<file path="config.mk">
export PLATFORM = sky130hd
export DESIGN_NAME = stream_accumulator
export DESIGN_NICKNAME = d
export VERILOG_FILES = /design/src/rtl/stream_accumulator.sv
export SDC_FILE = /design/constraint.sdc
export NUM_CORES = 1
export LEC_CHECK = 0
export ABC_CLOCK_PERIOD_IN_PS = 3100
export CORE_UTILIZATION = 56
export CTS_BUF_LIST = sky130_fd_sc_hd__clkbuf_8
export CTS_CLUSTER_DIAMETER = 30
export DETAILED_ROUTE_END_ITERATION = 10
export GPL_ROUTABILITY_DRIVEN = 1
export PLACE_DENSITY = 0.83
export SLEW_MARGIN = 10
export SYNTH_ARGS = -nofsm -noshare
export SYNTH_HDL_FRONTEND = slang
export SYNTH_SLANG_ARGS = --single-unit
</file>
<file path="constraint.sdc">
create_clock -name clk -period 3.1 [get_ports clk]
set_clock_uncertainty 0.05 [all_clocks]
set_input_delay 0.93 -clock clk [delete_from_list [all_inputs] [get_ports clk]]
set_output_delay 0.93 -clock clk [all_outputs]
set_load 0.01 [all_outputs]
</file>
<file path="src/rtl/stream_accumulator.sv">
// stream_accumulator
//   Sums a frame of unsigned products and emits one wide sum per frame.
//   A frame ends after LEN accepted beats or on an accepted beat carrying
//   i_last, whichever comes first. Ready/valid on both sides. The output
//   side can apply full backpressure. The input stalls while a sum is
//   waiting to be taken.
//
// Optional feature: define STREAM_ACCUMULATOR_SAT_EN to make the accumulator
//   saturate at 2^ACC_W-1 instead of wrapping. This also adds the o_sat port.
//
// Ports
//   clk        rising-edge clock
//   reset      asynchronous active-low reset
//   i_valid    product beat valid
//   i_ready    block can accept a product beat
//   i_payload  unsigned product (IN_W)
//   i_last     final beat of frame, sampled only on accept
//   o_valid    frame sum valid
//   o_ready    downstream accepts the sum
//   o_payload  frame sum (ACC_W)
//   o_count    number of products summed into o_payload (CNT_W)
//   o_sat      (SAT_EN only) some addition in the frame saturated
module stream_accumulator #(
   parameter int IN_W  = 32,
   parameter int ACC_W = 40,
   parameter int LEN   = 4,
   parameter int CNT_W = 8
) (
   input  logic             clk,
   input  logic             reset,
   input  logic             i_valid,
   output logic             i_ready,
   input  logic [IN_W-1:0]  i_payload,
   input  logic             i_last,
   output logic             o_valid,
   input  logic             o_ready,
   output logic [ACC_W-1:0] o_payload,
   output logic [CNT_W-1:0] o_count
`ifdef STREAM_ACCUMULATOR_SAT_EN
  ,output logic             o_sat
`endif
);

   typedef enum logic {S_ACCUM, S_OUTPUT} state_t;

   state_t           r_state;
   logic [ACC_W-1:0] r_acc;
   logic [CNT_W-1:0] r_cnt;
   logic             r_valid;
   logic [ACC_W-1:0] r_payload;
   logic [CNT_W-1:0] r_count;

   logic             w_accept;
   logic             w_final;
   logic [ACC_W-1:0] w_sum;

   // i_ready depends only on state and reset, never on o_ready.
   assign i_ready  = reset & (r_state == S_ACCUM);
   assign w_accept = i_valid & i_ready;
   // i_last on the LEN-th beat still ends the frame only once.
   assign w_final  = (r_cnt == CNT_W'(LEN - 1)) | i_last;

`ifdef STREAM_ACCUMULATOR_SAT_EN
   logic             r_sat_acc;   // sticky saturation flag for the frame in progress
   logic             r_sat;
   logic [ACC_W:0]   w_sum_ext;
   logic             w_sat_now;

   assign w_sum_ext = {1'b0, r_acc} + {{(ACC_W + 1 - IN_W){1'b0}}, i_payload};
   assign w_sat_now = w_sum_ext[ACC_W];
   assign w_sum     = w_sat_now ? {ACC_W{1'b1}} : w_sum_ext[ACC_W-1:0];
   assign o_sat     = r_sat;
`else
   assign w_sum     = r_acc + ACC_W'(i_payload);
`endif

   always_ff @(posedge clk or negedge reset) begin
      if (!reset) begin
         r_state   <= S_ACCUM;
         r_acc     <= '0;
         r_cnt     <= '0;
         r_valid   <= 1'b0;
         r_payload <= '0;
         r_count   <= '0;
`ifdef STREAM_ACCUMULATOR_SAT_EN
         r_sat_acc <= 1'b0;
         r_sat     <= 1'b0;
`endif
      end else if (r_state == S_ACCUM) begin
         if (w_accept) begin
            if (w_final) begin
               r_payload <= w_sum;
               r_count   <= r_cnt + 1'b1;
               r_acc     <= '0;
               r_cnt     <= '0;
               r_valid   <= 1'b1;
               r_state   <= S_OUTPUT;
`ifdef STREAM_ACCUMULATOR_SAT_EN
               r_sat     <= r_sat_acc | w_sat_now;
               r_sat_acc <= 1'b0;
`endif
            end else begin
               r_acc     <= w_sum;
               r_cnt     <= r_cnt + 1'b1;
`ifdef STREAM_ACCUMULATOR_SAT_EN
               r_sat_acc <= r_sat_acc | w_sat_now;
`endif
            end
         end
      end else begin
         // Sum, count and flag stay frozen until the consumer takes them.
         if (o_ready) begin
            r_valid <= 1'b0;
            r_state <= S_ACCUM;
         end
      end
   end

   assign o_valid   = r_valid;
   assign o_payload = r_payload;
   assign o_count   = r_count;

endmodule

</file>
# ---- Word-level counts from Yosys, hierarchy flattened
# Cells that the tools add are included.
dict set report word_totals {
  register_bits 98
  out_inout_bits 50
  word_cells 29
}
dict set report op_classes {
  n_addsub 2
  n_eq_ne 2
  n_mux 10
  bitwise 4
  reduce_logical 5
}
# operator count
set ops {}
lappend ops {{$add A40 B32 Y40} 1}
lappend ops {{$mux W40} 1}
lappend ops {{$add A8 B1 Y8 const B} 1}
lappend ops {{$eq A8 B2 Y1 const B} 1}
lappend ops {{$mux W1} 8}
lappend ops {{$mux W8} 1}
lappend ops {{$reduce_and A3 Y1} 2}
lappend ops {{$reduce_bool A2 Y1} 2}
lappend ops {{$and A1 B1 Y1} 2}
lappend ops {{$ne A2 B2 Y1 const B} 1}
lappend ops {{$reduce_and A2 Y1} 1}
lappend ops {{$not A1 Y1} 1}
lappend ops {{$or A1 B1 Y1} 1}

# ---- Logic depth before layout (Yosys ltp)
# Gate-level depths: netlist of run 1.
dict set report logic_depth {
  depth_word 5
  depth_mapped 11
  ltp_nobuf 10
}

# ---- Worst setup path after synthesis of run 1
# No wires, ideal clock.
dict set report synth_path {
  kind {input port to flip-flop}
  startpoint {input port i_payload[0]}
  endpoint {register r_payload[28] (netlist: o_payload[28])}
  setup_time_ps 125
  arrival_ps 3222
  required_time_ps 2925
  setup_slack_ps -296
  cell_stages 10
  path_cell_list {ha_1 fa_1 a21o_1 a221o_1 a21oi_1 o21ai_0 a21oi_1 o21ai_0 xor2_1 mux2_2}
}
dict set report synth_between {
  elab_chain_len 1
}
# item line_no
set synth_lines {}
lappend synth_lines {{start: declaration} 33} ;# input logic [IN_W-1:0] i_payload,
lappend synth_lines {{$add A40 B32 Y40} 74} ;# assign w_sum = r_acc + ACC_W'(i_payload);
lappend synth_lines {{end signal: assignment} 92} ;# r_payload <= w_sum;
lappend synth_lines {{end: declaration} 50} ;# logic [ACC_W-1:0] r_payload;
# Every way passes these cells.
# A chain may end at the register's enable or synchronous reset.

# ---- Final worst setup path of run 1
dict set report layout_path {
  startpoint {input port i_payload[1]}
  endpoint {register r_acc[39]}
}
dict set report layout_between {
  elab_chain_len 2
}
# item line_no
set layout_lines {}
lappend layout_lines {{$add A40 B32 Y40} 74}
lappend layout_lines {{$mux W40} 91} ;# if (w_final) begin
lappend layout_lines {{end signal: assignment} 103} ;# r_acc <= w_sum;
lappend layout_lines {{end: declaration} 47} ;# logic [ACC_W-1:0] r_acc;
# Every way passes these cells.

==> metrics.cfg, run 1 <==
[drt]
drtIter0Drc=370
vias_per_cell=6.14
wirelength_um=19500
first_pass_iters=5
ant_nets=0
drcViolationCount=0
vias=5891
wl_per_cell_um=20.3

[power]
power.density_mw_per_mm2=971
p_comb_share_pct=61.7
p_sw_share_pct=41.6
switchingPower_uw=3360
cell_internal_pwr_uw=4710
p_seq_share_pct=26.5
pwr-share-clk_pct=11.8
total_power_uw=8070
leakagePower_uw=0.00374
peakVddDrop_mv=0.651

[critical_path]
startpoint=i_payload[1]
path_cells=dlygate4sd2_1 > ha_1 > nand3_2 > a21oi_2 > o2111ai_2 > a311oi_4 > nor2_2 > o31a_1 > or4_4 > nand3_2
end_kind=flop
crit_required_ns=3.39
path_buf_inv=1
cp_max_fo=5
worst_r2r_endpoint=r_acc[39]
r2r_slack_ns=0.28
worst_path_max_delay_cell=or4_4
path_class=in -> reg
max_stage_delay_ns=0.50
crit_cells=10
worstReg2RegStart=r_acc[17]
crit_family=compound AO/OA/AOI/OAI gates
r2r_cells=9
endpoint=r_acc[39]
arrival_ns=3.43
start_kind=input port
crit_path_frequent_cell=nand3_2

[sta]
final-setup-viol-count=2
fin_crit_sh_pct=102
slew_headroom_pct=48.9
layout_setup_ws_ns=-0.0468
hold_viol=0
max_freq_mhz=318
fin_hold_ws_ns=0.439
worst_pin_slew_ns=0.767
slew_violations=0
fin_setup_tns_ns=-0.0895
period_needed_ns=3.15

[min_path]
min_path_type=reg -> reg
whs_path_depth=2

[yosys]
yosys.area.top_type=dfrtp_1
synth_fp_nets=698
async_flop_share_pct=100
netlist_area_sq_mm=0.00560
ys_warn_count=0
yosys-top-cells-area=dfrtp_1 44%, nand2_1 9.3%, o21ai_0 7.5%
avgSynthCellArea_sq_um=8.93
ys_seq_area_share_pct=43.8
synth_ff_type=dfrtp_1
synth_cell_types=52
ys_ff_latch=98
synth-edff-count=0
synth_top_area_share_pct=43.8
netlist_instances=627

[layout]
final_cell_mix=132 x nand2_1, 119 x buf_4, 98 x dfrtp_1
n_antenna_cell=0
nets=893
layout-drive-gt1-share_pct=28.9
utilization_pct=85.4
final_common_cell=nand2_1
n_fill_cell=520
fin_area_sq_mm=0.00831
area_delta_synth_final_pct=48.3

[job]
maxCapViolCount=0

[grt]
grt_max_degree=73
grt_usage_pct=36.4
antenna_found_initial=0
grt_pass1_wl_um=28800
first_global_vias=5932
gr-total-overflow=0

[clocking]
clk_latency_ns=0.39
cts_tree=built
clockBufferDepth=2
cts.sinks=98
tritoncts.num_buffers=9
path_clk_slew_ns=0.11
clockRootBuffer=clkbuf_8
cts_max_level=3

[run_status]
status=complete, but fails checks
violations=negative setup slack

[placement]
place_congestion=0.954
dpl.hpwl_um=12100
placed_cell_area_sq_mm=0.00744
portBuffers=86

[floorplanning]
die_w_um=102
core_sq_mm=0.00973
initial_core_util_pct=57.6
dieHeight_um=102
num_rows=36
dieArea_sq_mm=0.0104
ios=87

==> metrics by stage <==
| stage | worst slack (ns) | std cells |
|---|---|---|
| 2_1_floorplan | -0.0298 | 627 |
| 3_3_place_gp | -0.624 | 928 |
| 6_report | -0.0468 | 959 |
| 5_1_grt | -0.0808 | 959 |
| 3_5_place_dp | -0.667 | 928 |
| 4_1_cts | 0.00198 | 954 |
==> sequential cells by signal (all words and copies together), names as in the netlist <==
signal and count:
o_valid 1, r_acc 40, o_count 8, o_payload 40, r_state 1, r_cnt 8
==> cell type report <==
| cell class | count | area [sq um] | area share, % |
|---|---|---|---|
| Multi-Input combinational cell | 498 | 3650 | 43.9 |
| Sequential cell | 98 | 2450 | 29.5 |
| Timing Repair Buffer | 208 | 1800 | 21.7 |
| Tap cell | 133 | 166 | 2.00 |
| Clock buffer | 9 | 124 | 1.49 |
| Clock inverter | 6 | 88.8 | 1.07 |
| Inverter | 7 | 26.3 | 0.316 |
==> worst register-to-register path: cells and delay by family (launching register included) <==
kind,cells,cell delay [ns]
simple gates,5,1.25
compound gates,2,0.61
fa+ha+maj,1,0.31
flops,1,0.43
buf+inv,1,0.12
==> cell usage after synthesis, drive strengths merged, types with 3 or more instances <==
| cell type | instances |
|---|---|
| or3 | 7 |
| ha | 33 |
| dfrtp | 98 |
| o21ai | 85 |
| nand2 | 140 |
| mux2 | 5 |
| o31ai | 8 |
| nor4 | 3 |
| a21o | 8 |
| xnor2 | 29 |
| and3 | 11 |
| xor2 | 11 |
| nor3 | 6 |
| a22o | 13 |
| and2 | 3 |
| nor2 | 25 |
| nand3 | 12 |
| clkbuf | 20 |
| buf | 4 |
| a211oi | 4 |
| o211ai | 5 |
| a31oi | 7 |
| nor2b | 3 |
| a21oi | 42 |
| inv | 7 |
| o21bai | 6 |
| nand4 | 7 |
| or4 | 4 |
==> routing by layer <==
layer | track usage (%) | vias up | share of wire [%] | wire [um]
li1 | - | 2623 | - | -
met2 | 61.8 | 323 | 50 | 9730
met3 | 7.32 | 109 | 6.2 | 1220
met4 | 21.8 | 0 | 6.0 | 1160
met1 | 42.6 | 2836 | 38 | 7370
met5 | 0 | - | 0 | 0
==> worst min-delay path by stage <==
stage                             start             to
after global routing      o_payload[30]  o_payload[30]
after CTS                  o_payload[1]   o_payload[1]
after floorplan                r_acc[0]       r_acc[0]
after detailed placement       r_acc[0]       r_acc[0]
final                     o_payload[11]  o_payload[11]
after global placement         r_acc[0]       r_acc[0]
==> kinds of logic (layout without fill, tap and decap cells) <==
family	after synthesis	count (layout)	share of synthesized area (%)
AOI/OAI and AO/OA	192	193	20.7
xor gates and xnor gates	40	40	6.25
adders and majority gates	34	34	7.73
buffers and inverters	32	230	2.68
DFF	98	98	43.8
muxes	7	7	1.36
and+or+nand+nor	224	224	17.5
==> power by group through the flow <==
stage,Sequential [uW],Clock (uW),Combinational (uW)
2_1_floorplan,2140,0,2070
3_3_place_gp,2050,0,3980
3_5_place_dp,2080,0,4110
4_1_cts,2090,940,4450
5_1_grt,2190,1000,5290
6_report,2140,952,4980
==> timing repair <==
action                                  CTS  global route
setup buffers                            10             5
pin swaps                                38            47
hold buffers                              0             0
gates resized for setup                  58            73
endpoints found under the setup margin   42            33
gates cloned                              1             0
(Power assumes the default switching activity.)
==> run 2, diff against run 1 <==
Settings changed: ABC_AREA set to 1, CORE_UTILIZATION 56 to 58, PLACE_DENSITY 0.83 to 0.84.
==> run 2 against run 1 <==
  * The run now ends clean
  * Critical path depth up 3
  * Power is 23% lower
  * Non-clock buffer count fell by 90
  * Largest cell class unchanged
==> metrics.cfg, run 2 <==
[drt]
first_pass_iters=8
drcViolationCount=0
wirelength_um=16600
drtIter0Drc=421
wl_per_cell_um=13.7
vias=6390
ant_nets=0
vias_per_cell=5.28

[critical_path]
r2r_cells=12
crit_cells=13
start_kind=input port
crit_family=simple AND/OR/NAND/NOR gates
startpoint=i_payload[0]
worstReg2RegStart=r_acc[0]
crit_required_ns=3.31
max_stage_delay_ns=0.40
r2r_slack_ns=0.93
path_class=in -> reg
worst_path_max_delay_cell=clkdlybuf4s50_1
cp_max_fo=5
path_buf_inv=1
crit_path_frequent_cell=nand2_1
worst_r2r_endpoint=r_acc[24]
path_cells=clkdlybuf4s50_1 > ha_1 > fa_1 > nand3_1 > nand3_2 > nand2_1 > nand3_1 > nand2_1 > nand2_1 > nand2_1 > nand3b_1 > nand3_1 > nand2_1
end_kind=flop
endpoint=r_acc[24]
arrival_ns=2.95

[clocking]
cts_resized=0
cts.sinks=98
tritoncts.num_buffers=9
clockRootBuffer=clkbuf_8
clk_latency_ns=0.38
cts_max_level=3
clockBufferDepth=2
cts_tree=built
cts_setup_buffers=0
cts_hold_buf=0
path_clk_slew_ns=0.09

[sta]
max_freq_mhz=365
slew_violations=0
layout_setup_ws_ns=0.358
worst_pin_slew_ns=0.888
fin_crit_sh_pct=88.4
rsz0062_at_grt=false
final-setup-viol-count=0
period_needed_ns=2.74
hold_viol=0
slew_headroom_pct=40.8

[floorplanning]
num_rows=38
ios=87
die_w_um=108
dieArea_sq_mm=0.0116
initial_core_util_pct=59.6
dieHeight_um=108
core_sq_mm=0.0108

[yosys]
synth_ff_type=dfrtp_1
netlist_area_sq_mm=0.00646
synth-edff-count=0
synth_fp_nets=1026
synthMostInstantiatedCell=nand2_1
synthSimpleGateAreaFrac_pct=37.3
synth-xor-area-share_pct=2.85
synth_top_area_share_pct=38.0
synth_cell_types=32
synth_mux_area_share_pct=0
synth_common_cells=394 x nand2_1, 124 x inv_1, 98 x dfrtp_1
yosys-top-cells-area=dfrtp_1 38%, nand2_1 23%, inv_1 7.2%
async_flop_share_pct=100
synth-compound-area-share_pct=6.34
ys_seq_area_share_pct=38.0
yosys.area.top_type=dfrtp_1
synthAdderAreaFrac_pct=6.70
synth_top_family_by_area=simple AND/OR/NAND/NOR gates
avgSynthCellArea_sq_um=6.76
netlist_instances=955
ys_warn_count=0
ys_ff_latch=98

[grt]
gr-total-overflow=0
grt_usage_pct=31.0
grt_max_degree=72
first_global_vias=6017
antenna_found_initial=0
grt_pass1_wl_um=27900

[min_path]
hold_start=o_count[4]
min_path_type=reg -> reg

[layout]
n_antenna_cell=0
n_fill_cell=948
area_delta_synth_final_pct=21.0
seqCellArea_sq_mm=0.00245
final_common_cell=nand2_1
fin_cells=1210
final_cell_mix=394 x nand2_1, 125 x inv_1, 98 x dfrtp_1
layout-drive-gt1-share_pct=6.64
multi_input_comb_area_sq_mm=0.00343
nets=1136

[placement]
dpl.cell_count=1194
place_ws_ns=-0.0235
place_congestion=0.956
portBuffers=86
dpl.hpwl_um=12800

[power]
leakagePower_uw=0.00427
pwr-share-clk_pct=12.6
p_sw_share_pct=43.8
p_comb_share_pct=55.3
power.density_mw_per_mm2=794
switchingPower_uw=2710
p_seq_share_pct=32.1
cell_internal_pwr_uw=3490
peakVddDrop_mv=0.464
total_power_uw=6200

[run_status]
status=completed

[job]
maxCapViolCount=0

-- run 2: per-layer routing --
layer | track usage, % | wire, um | up-vias
li1 | - | - | 3202
met1 | 43.9 | 7730 | 2902
met2 | 48.3 | 7310 | 251
met3 | 5.21 | 1260 | 35
met4 | 9.88 | 339 | 0
met5 | 0 | 0 | -
-- run 2: power by group through the flow --
stage,Clock [uW],Combinational [uW],Sequential (uW)
global placement,0,3320,1990
detailed placement,0,3390,2000
floorplan,0,2000,2050
finish,784,3430,1990
global route,838,3850,2040
CTS,789,3410,1990
-- run 2: per-stage QoR --
stage / area [sq um] / hold slack (ns) / utilization (%) / TNS, ns
after floorplan: 6460 / 0.403 / - / 0
after global placement: 7630 / 0.404 / 70.4 / 0
after detailed placement: 7630 / 0.408 / 70.4 / -0.0913
after CTS: 7810 / 0.431 / 72.1 / 0
after global routing: 7810 / 0.443 / 72.1 / 0
final: 7810 / 0.428 / 72.1 / 0
-- run 2: layout make-up --
class                   instances  share of cell area, %
multi-input cells             712                   44.0
repair buffers                118                   14.1
inverters                     126                   6.05
well taps                     140                   2.24
clock inverters                 7                  0.689
flip-flops and latches         98                   31.4
clock buffers                   9                   1.59
-- run 2: worst min path at each step --
stage | slack, ns | cells after the start | to
final | 0.43 | 2 | o_count[4]
after global routing | 0.44 | 2 | o_count[5]
after CTS | 0.43 | 2 | o_count[4]
after detailed placement | 0.41 | 2 | o_count[4]
after global placement | 0.40 | 2 | o_count[3]
after floorplan | 0.40 | 2 | r_acc[12]
-- run 2: worst reg2reg max path: stages, from the launching register on --
cell and delay [ns]:
dfrtp_1 0.40, ha_1 0.23, fa_1 0.40, nand3_1 0.09, nand3_2 0.13, nand2_1 0.09, nand3_1 0.11, nand2_1 0.09
nand2_1 0.10, nand2_1 0.10, nand3b_1 0.10, nand3_1 0.11, nand2_1 0.06
-- run 2: kinds of logic after synthesis --
logic type | after synthesis
xor gates and xnor gates | 21
AOI/OAI and AO/OA | 77
and+or+nand+nor | 580
adders and majority gates | 34
buffers and inverters | 145
DFF | 98
==> run 3, diff against run 2 <==
Settings changed: PLACE_DENSITY 0.84 to 0.94.
==> run 3 against run 2 <==
  * First-iteration DRC count grew 45%
  * Critical path depth is the same
  * Non-clock buffer count grew 4
  * Routed wire length grew 3.7%
  * Sequential cell count is the same
  * Clock-buffer cell count is the same
  * Die area is the same
  * Final cell count grew 0.33%
  * Register-to-register slack lost 0.20 ns
  * Largest power group unchanged
==> metrics.cfg, run 3 (synthesis gave the netlist of run 2 again) <==
[run_status]
status=completed

[layout]
final_cell_mix=394 x nand2_1, 124 x inv_1, 98 x dfrtp_1
area_delta_synth_final_pct=21.7
n_fill_cell=860
layout-drive-gt1-share_pct=7.08
seqCellArea_sq_mm=0.00245
n_antenna_cell=0
utilization_pct=72.5
multi_input_comb_area_sq_mm=0.00343
final_common_cell=nand2_1
nets=1140

[clocking]
cts_setup_buffers=0
path_clk_slew_ns=0.09
clk_latency_ns=0.38
cts_tree=built
cts.sinks=98
clockBufferDepth=2
cts_hold_buf=0
clockRootBuffer=clkbuf_8
tritoncts.num_buffers=9
cts_max_level=3
cts_resized=0

[sta]
period_needed_ns=2.94
hold_viol=0
final-setup-viol-count=0
layout_setup_ws_ns=0.156
rsz0062_at_grt=false
fin_crit_sh_pct=95.0
slew_headroom_pct=47.3
worst_pin_slew_ns=0.791
slew_violations=0
fin_hold_ws_ns=0.428
fin_setup_tns_ns=0
max_freq_mhz=340

[floorplanning]
initial_core_util_pct=59.6
core_sq_mm=0.0108
dieHeight_um=108
ios=87
num_rows=38
die_w_um=108
dieArea_sq_mm=0.0116

[drt]
vias_per_cell=5.40
drtIter0Drc=609
drcViolationCount=0
vias=6557
wl_per_cell_um=14.2
ant_nets=0
first_pass_iters=5
wirelength_um=17300

[critical_path]
startpoint=i_payload[0]
start_kind=input port
path_cells=clkdlybuf4s50_1 > ha_1 > fa_1 > nand3_1 > nand3_2 > nand2_1 > nand3_1 > nand2_1 > nand2_1 > nand2_1 > nand3b_1 > nand3_1 > nand2_1
max_stage_delay_ns=0.42
path_buf_inv=1
crit_family=simple AND/OR/NAND/NOR gates
crit_required_ns=3.30
path_class=in -> reg
crit_path_frequent_cell=nand2_1
worst_path_max_delay_cell=fa_1
r2r_slack_ns=0.73
worstReg2RegStart=r_acc[0]
cp_max_fo=5
arrival_ns=3.15
end_kind=flop

[placement]
place_congestion=0.988
portBuffers=86
dpl.hpwl_um=13300
place_ws_ns=-0.113

[grt]
first_global_vias=6271
gr-total-overflow=0
grt_max_degree=64
antenna_found_initial=0
grt_pass1_wl_um=29100
grt_usage_pct=32.1

[power]
leakagePower_uw=0.00430
total_power_uw=6310
power.density_mw_per_mm2=803
peakVddDrop_mv=0.486

[min_path]
hold_start=o_count[4]
min_path_type=reg -> reg

[job]
maxCapViolCount=0

run 3: cell count changes in the layout (fill, tap and decap cells not counted):
cell        change
buf_4           +3
clkinvlp_4      -2
buf_12          +1
clkinv_2        +1
clkinv_4        +1
inv_1           -1
inv_8           +1
run 3: where the power goes:
part	switching [uW]	leakage, uW	internal (uW)
sequential	293	0.00128	1700
combinational	1990	0.00293	1520
clock	500	0.0000897	306
total	2780	0.00430	3530
run 3: path summary, 6_finish.rpt:
kind                       depth (start not counted)             to
max                                               13  o_payload[32]
min in group asynchronous                          2      r_acc[31]
max reg2reg                                       12  o_payload[32]
min                                                2     o_count[4]
min reg2reg                                        2     o_count[4]
max in group asynchronous                          3      r_acc[24]
run 3: area by class of cell:
class | instances | area share [%]
clock inverters | 7 | 0.764
well taps | 140 | 2.23
inverters | 126 | 6.02
multi-input cells | 712 | 43.7
clock buffers | 9 | 1.58
repair buffers | 122 | 14.5
flip-flops and latches | 98 | 31.2
run 3: worst register-to-register path, stage by stage (launching register included):
cell and delay, ns:
dfrtp_1 0.40, ha_1 0.25, fa_1 0.42, nand3_1 0.14, nand3_2 0.15, nand2_1 0.10, nand3_1 0.12, nand2_1 0.09
nand2_1 0.12, nand2_1 0.11, nand3b_1 0.10, nand3_1 0.13, nand2_1 0.07
run 3: stage by stage:
step                std cells  cell area, sq um
floorplan                 955              6460
global placement         1198              7680
detailed placement       1198              7680
CTS                      1214              7860
global route             1214              7860
finish                   1214              7860
run 3: per-layer routing:
layer  GRT usage, %  wire length (um)
met3           4.30              1340
met5              0                 0
met1           43.4              7610
met4           12.6               428
met2           52.2              7870
